## config.mk

```make
export PLATFORM = sky130hd
export DESIGN_NAME = arp_frame_tx
export DESIGN_NICKNAME = d
export VERILOG_FILES = /design/src/rtl/arp_frame_tx.sv
export SDC_FILE = /design/constraint.sdc
export NUM_CORES = 1
export LEC_CHECK = 0
export ABC_CLOCK_PERIOD_IN_PS = 4050
export CAP_MARGIN = 10
export CELL_PAD_IN_SITES_DETAIL_PLACEMENT = 1
export CELL_PAD_IN_SITES_GLOBAL_PLACEMENT = 2
export CORE_ASPECT_RATIO = 0.9
export CORE_MARGIN = 4
export CORE_UTILIZATION = 40
export CTS_BUF_LIST = sky130_fd_sc_hd__clkbuf_2
export CTS_CLUSTER_DIAMETER = 60
export DETAILED_ROUTE_END_ITERATION = 8
export DONT_BUFFER_PORTS = 1
export PLACE_DENSITY_LB_ADDON = 0.25
export SYNTH_ARGS = -nofsm -noshare
export SYNTH_HDL_FRONTEND = slang
export SYNTH_SLANG_ARGS = --single-unit
```

## constraint.sdc

```tcl
create_clock -name clk -period 4.05 [get_ports clk]
set_input_delay 0.81 -clock clk [delete_from_list [all_inputs] [get_ports clk]]
set_output_delay 0.81 -clock clk [all_outputs]
set_load 0.005 [all_outputs]
```

## src/rtl/arp_frame_tx.sv

```systemverilog
// Transmit-side ARP framer. Takes one ARP packet as parallel fields and
// emits an Ethernet header beat plus a 28-byte big-endian ARP payload
// on an 8-bit AXI-Stream. Header and payload handshake independently.
// Optional macro ARP_TX_PAD_EN: zero-pad the payload to 46 bytes.
module arp_frame_tx #(
  parameter int DATA_WIDTH = 8,
  parameter int KEEP_WIDTH = DATA_WIDTH / 8,
  parameter int CNT_WIDTH  = 16
) (
  input  logic                  clk,
  input  logic                  rst_n,
  input  logic                  s_frame_valid,
  output logic                  s_frame_ready,
  input  logic [47:0]           s_eth_dest_mac,
  input  logic [47:0]           s_eth_src_mac,
  input  logic [15:0]           s_eth_type,
  input  logic [15:0]           s_arp_htype,
  input  logic [15:0]           s_arp_ptype,
  input  logic [7:0]            s_arp_hlen,
  input  logic [7:0]            s_arp_plen,
  input  logic [15:0]           s_arp_oper,
  input  logic [47:0]           s_arp_sha,
  input  logic [31:0]           s_arp_spa,
  input  logic [47:0]           s_arp_tha,
  input  logic [31:0]           s_arp_tpa,
  output logic                  m_eth_hdr_valid,
  input  logic                  m_eth_hdr_ready,
  output logic [47:0]           m_eth_dest_mac,
  output logic [47:0]           m_eth_src_mac,
  output logic [15:0]           m_eth_type,
  output logic [DATA_WIDTH-1:0] m_eth_payload_axis_tdata,
  output logic [KEEP_WIDTH-1:0] m_eth_payload_axis_tkeep,
  output logic                  m_eth_payload_axis_tvalid,
  input  logic                  m_eth_payload_axis_tready,
  output logic                  m_eth_payload_axis_tlast,
  output logic                  m_eth_payload_axis_tuser,
  output logic                  busy,
  output logic [CNT_WIDTH-1:0]  tx_frame_count
);

`ifdef ARP_TX_PAD_EN
  localparam int IDX_W = 6;
  localparam int LAST  = 45;
`else
  localparam int IDX_W = 5;
  localparam int LAST  = 27;
`endif
  localparam logic [IDX_W-1:0] LAST_IDX = IDX_W'(LAST);

  typedef enum logic {IDLE, SEND} state_t;

  state_t           state, state_nxt;
  logic [223:0]     pay_sr;   // byte 0 sits in the top 8 bits
  logic [IDX_W-1:0] idx;
  logic             accept, hdr_fire, pay_fire, pay_end;

  assign accept   = s_frame_valid && s_frame_ready;
  assign hdr_fire = m_eth_hdr_valid && m_eth_hdr_ready;
  assign pay_fire = m_eth_payload_axis_tvalid && m_eth_payload_axis_tready;
  assign pay_end  = pay_fire && (idx == LAST_IDX);

  // Shifting left with zero fill also yields the pad bytes when enabled.
  assign m_eth_payload_axis_tdata = pay_sr[223 -: DATA_WIDTH];
  assign m_eth_payload_axis_tkeep = {KEEP_WIDTH{m_eth_payload_axis_tvalid}};
  assign m_eth_payload_axis_tlast = m_eth_payload_axis_tvalid && (idx == LAST_IDX);
  assign m_eth_payload_axis_tuser = 1'b0;

  // State register.
  always_ff @(posedge clk or negedge rst_n) begin
    if (!rst_n) state <= IDLE;
    else        state <= state_nxt;
  end

  // Next state: leave SEND on the edge that closes the last open channel,
  // so s_frame_ready is back the cycle after the final handshake.
  always_comb begin
    state_nxt     = state;
    s_frame_ready = 1'b0;
    busy          = 1'b0;
    case (state)
      IDLE: begin
        s_frame_ready = 1'b1;
        if (s_frame_valid) state_nxt = SEND;
      end
      SEND: begin
        busy = 1'b1;
        if ((!m_eth_hdr_valid || hdr_fire) &&
            (!m_eth_payload_axis_tvalid || pay_end))
          state_nxt = IDLE;
      end
      default: state_nxt = IDLE;
    endcase
  end

  // Header channel: latch on accept, hold valid until sampled ready.
  always_ff @(posedge clk or negedge rst_n) begin
    if (!rst_n) begin
      m_eth_hdr_valid <= 1'b0;
      m_eth_dest_mac  <= '0;
      m_eth_src_mac   <= '0;
      m_eth_type      <= '0;
    end else if (accept) begin
      m_eth_hdr_valid <= 1'b1;
      m_eth_dest_mac  <= s_eth_dest_mac;
      m_eth_src_mac   <= s_eth_src_mac;
      m_eth_type      <= s_eth_type;
    end else if (hdr_fire) begin
      m_eth_hdr_valid <= 1'b0;
    end
  end

  // Payload channel: load all fields, shift one byte per handshake.
  always_ff @(posedge clk or negedge rst_n) begin
    if (!rst_n) begin
      pay_sr                    <= '0;
      idx                       <= '0;
      m_eth_payload_axis_tvalid <= 1'b0;
    end else if (accept) begin
      pay_sr <= {s_arp_htype, s_arp_ptype, s_arp_hlen, s_arp_plen, s_arp_oper,
                 s_arp_sha, s_arp_spa, s_arp_tha, s_arp_tpa};
      idx                       <= '0;
      m_eth_payload_axis_tvalid <= 1'b1;
    end else if (pay_fire) begin
      pay_sr <= {pay_sr[215:0], 8'h00};
      idx    <= idx + IDX_W'(1);
      if (idx == LAST_IDX) m_eth_payload_axis_tvalid <= 1'b0;
    end
  end

  // Completed-frame counter, bumped when the tlast byte is accepted.
  always_ff @(posedge clk or negedge rst_n) begin
    if (!rst_n)       tx_frame_count <= '0;
    else if (pay_end) tx_frame_count <= tx_frame_count + CNT_WIDTH'(1);
  end

endmodule

```

==> results.md <==
* Outcome: finished, violations left
* Failing checks: negative hold slack
* Design area at roughly 20000 sq um
* Register area share after synthesis at 0.592
* Final Hold Fails at 360
* CP required at ~3.2 ns
* FF-to-FF path depth at 6
* Critical Path AT at 2.06 ns
* Die ar. at 41300 sq um
* Worst path top cell family by delay: simple AND/OR/NAND/NOR gates
* Met3 routed WL at 3540 um
* Largest net degree at the start of global routing at 361
* Area of the mapped netlist at 15200 sq um
* Initial antenna violation count at 16
* Top fanout value on the critical path at 4
* Clock transition at path regs at around 0.10 ns
* First-pass GRT wire length at 87700 um
* Pins Over Slew Limit at 0
* Hold WC Path Type: in2async
* Vias in the first global route at between 15k and 20k
* Cells after DPL at about 2.1k
* Num ports at between 400 and 500
* Drt total wl at between 50000 and 60000 um
* Worst skew pair latency at roughly 0.98 ns
* Final HPWL DP at approximately 33000 um
* Placement Cell Area at around 15000 sq um
* DRC viols at 0
* GPL Wtd Cong at 0.857
* Register bit total from synthesis at 360
* YS warnings at 0
* CP bufs+invs at 0
* Final setup fails at 0
* Core area at about 37000 sq um
* RSZ-0062 raised after global routing: false
* Worst Skew at roughly 0.084 ns
* IO Port Bufs at 0
* PD cells at between 500 and 600 nW/um^2
* Via count at approximately 14k
* Die height at just under 200 um
* Die width at 214 um
* GRT Overall Usage at 0.269
* DR vias/cell at around 5.3
* Critical-path cell list: ha_1 > and4b_1 > and2_1
* Yosys cell types at 27
* Cell count after synthesis at 1781
* Final setup TNS at 0 ns
* Post-CTS Setup Bufs at 0
* Initial core utilization at 0.407
* Synthesized Nets at about 2.1k
* ANT nets after route at 0
* CP Depth at 3
* Met2 WL at 28500 um
* Max frequency at about 350 MHz
* Fin nets at 2441
* Post-CTS Hold Fix Bufs at about 340
* Synth top area cells: dfrtp_1, nand2_1, a31oi_1, nor2_1, clkbuf_1
* Clk buf depth at 3
* Synth top area share at 0.592
* H-tree Lvls at 3
* Post-place setup slack at 1.59 ns
* Filler cells at 4428
* PnR worst setup slack at around 1.2 ns
* Clock sinks at 360
* Gr ovfl total at 0
* VDD IR-drop max at between 0.0003 and 0.0004 V
* Row count at 67
* Fraction of final layout cells sized beyond drive strength 1 at 0.0809
* DR top layer: met5
* CP max stage cell: dfrtp_1
* Hold_ws at -0.484 ns
* Avg Cell Area, Syn at around 8.6 sq um
* CTS tree: yes
* Met1 wire length at around 23000 um
* Initial DRT Pass Iterations at 4
* Final core occ at 0.527
* Number of CTS-inserted buffers at 94
* Crit Path Class: reg2out
* Crit end category: output port
* Final non-filler cell total at approximately 2.7k
* Static leakage at 9.39 nW
* CTS root buf: clkbuf_2
* Max Cap Viol at 0
* Slew headroom at 0.213
* Period Utilization, post-route at 0.709
* Routed wire per std cell at 21.3 um
* Post-layout power at ~11 mW
* Crit path launch type: register
* Tmin final at 2.87 ns
* DRT iter0 DRCs at about 900
* Post-synth top area cell: dfrtp_1
* Critical Path Max Stage Delay at around 0.42 ns
* Slew @ Worst Pin at 1.18 ns
* Growth of design area from synthesis to finish at 29.4%
-- kinds of logic after synthesis --
group / after synthesis / synth area share
buffers and inverters: 137 / 0.0398
DFF: 360 / 0.592
xor gates and xnor gates: 19 / 0.0109
AOI/OAI and AO/OA: 226 / 0.0941
and+or+nand+nor: 1036 / 0.262
adders and majority gates: 2 / 0.00164
other: 1 / 0.000246
-- cells in the final DEF, fill, tap and decap left out --
cell / instances
a31oi_1: 217
nor3_2: 3
inv_2: 2
and4b_1: 1
dlygate4sd3_1: 338
buf_4: 8
nor2_1: 225
nand2_4: 2
conb_1: 1
nor4_4: 1
clkinvlp_4: 1
clkinv_2: 2
a22o_1: 8
nor4_1: 1
nand2_1: 783
ha_1: 2
nand2b_1: 1
dfrtp_1: 360
and4_1: 2
nand3_1: 4
clkinv_1: 11
nor3_1: 3
and2_1: 2
a21oi_1: 1
nor2b_4: 1
and2_4: 1
xor2_1: 12
diode_2: 15
buf_12: 8
clkbuf_2: 145
inv_1: 4
nor4_2: 1
nand4_1: 5
xnor2_1: 7
-- synthesized netlist by cell type, drive strengths merged --
| cell type | instances |
|---|---|
| xnor2 | 7 |
| a22o | 8 |
| xor2 | 12 |
| clkbuf | 66 |
| nor3 | 6 |
| conb | 1 |
| nand3 | 4 |
| a21oi | 1 |
| nand2 | 785 |
| and4b | 1 |
| buf | 67 |
| nand2b | 1 |
| a31oi | 217 |
| and2 | 3 |
| and4 | 2 |
| inv | 4 |
| nor2b | 1 |
| nor2 | 225 |
| nor4 | 3 |
| dfrtp | 360 |
| ha | 2 |
| nand4 | 5 |
-- state kept, by name, indices dropped and copies added, names as in the netlist --
signal	flops
idx	5
m_eth_dest_mac	48
m_eth_hdr_valid	1
m_eth_payload_axis_tkeep	1
m_eth_src_mac	48
m_eth_type	16
pay_sr	224
state	1
tx_frame_count	16
-- per-layer routing --
metal  GRT usage  vias up
li1            -     6451
met5           0        -
met4       0.109        6
met2       0.456      455
met3      0.0762      152
met1       0.325     7028
-- final timing paths --
kind,startpoint,end,slack (ns)
worst max-delay path,idx[0],m_eth_payload_axis_tlast,1.18
worst min-delay path,rst_n,tx_frame_count[15],-0.48
worst max register to register,m_eth_payload_axis_tkeep,state,1.34
worst min register to register,pay_sr[54],pay_sr[62],0.50
max in group asynchronous,rst_n,pay_sr[102],3.86
min in group clk,s_arp_tpa[28],pay_sr[28],0.16
-- layout make-up --
type,instances,area [sq um],area share
sequential,360,9010,0.457
multi-input combinational,1284,5640,0.286
timing repair buffer,354,3600,0.183
clock buffer,145,726,0.0368
tap,483,604,0.0307
clock inverter,16,66.3,0.00337
antenna,15,37.5,0.00191
inverter,4,15.0,0.000762
-- what timing repair did --
action,4_1_cts,5_1_grt
resized for setup,0,0
setup endpoints to repair,0,0
hold endpoints to repair,697,360
-- where the power goes --
group / leakage (nW) / switching (mW) / internal [mW] / total (mW)
clock: 0.636 / 1.58 / 0.932 / 2.51
combinational: 4.35 / 1.27 / 1.01 / 2.27
sequential: 4.40 / 1.12 / 4.94 / 6.06
total: 9.39 / 3.96 / 6.89 / 10.8
(Power assumes the default switching activity.)
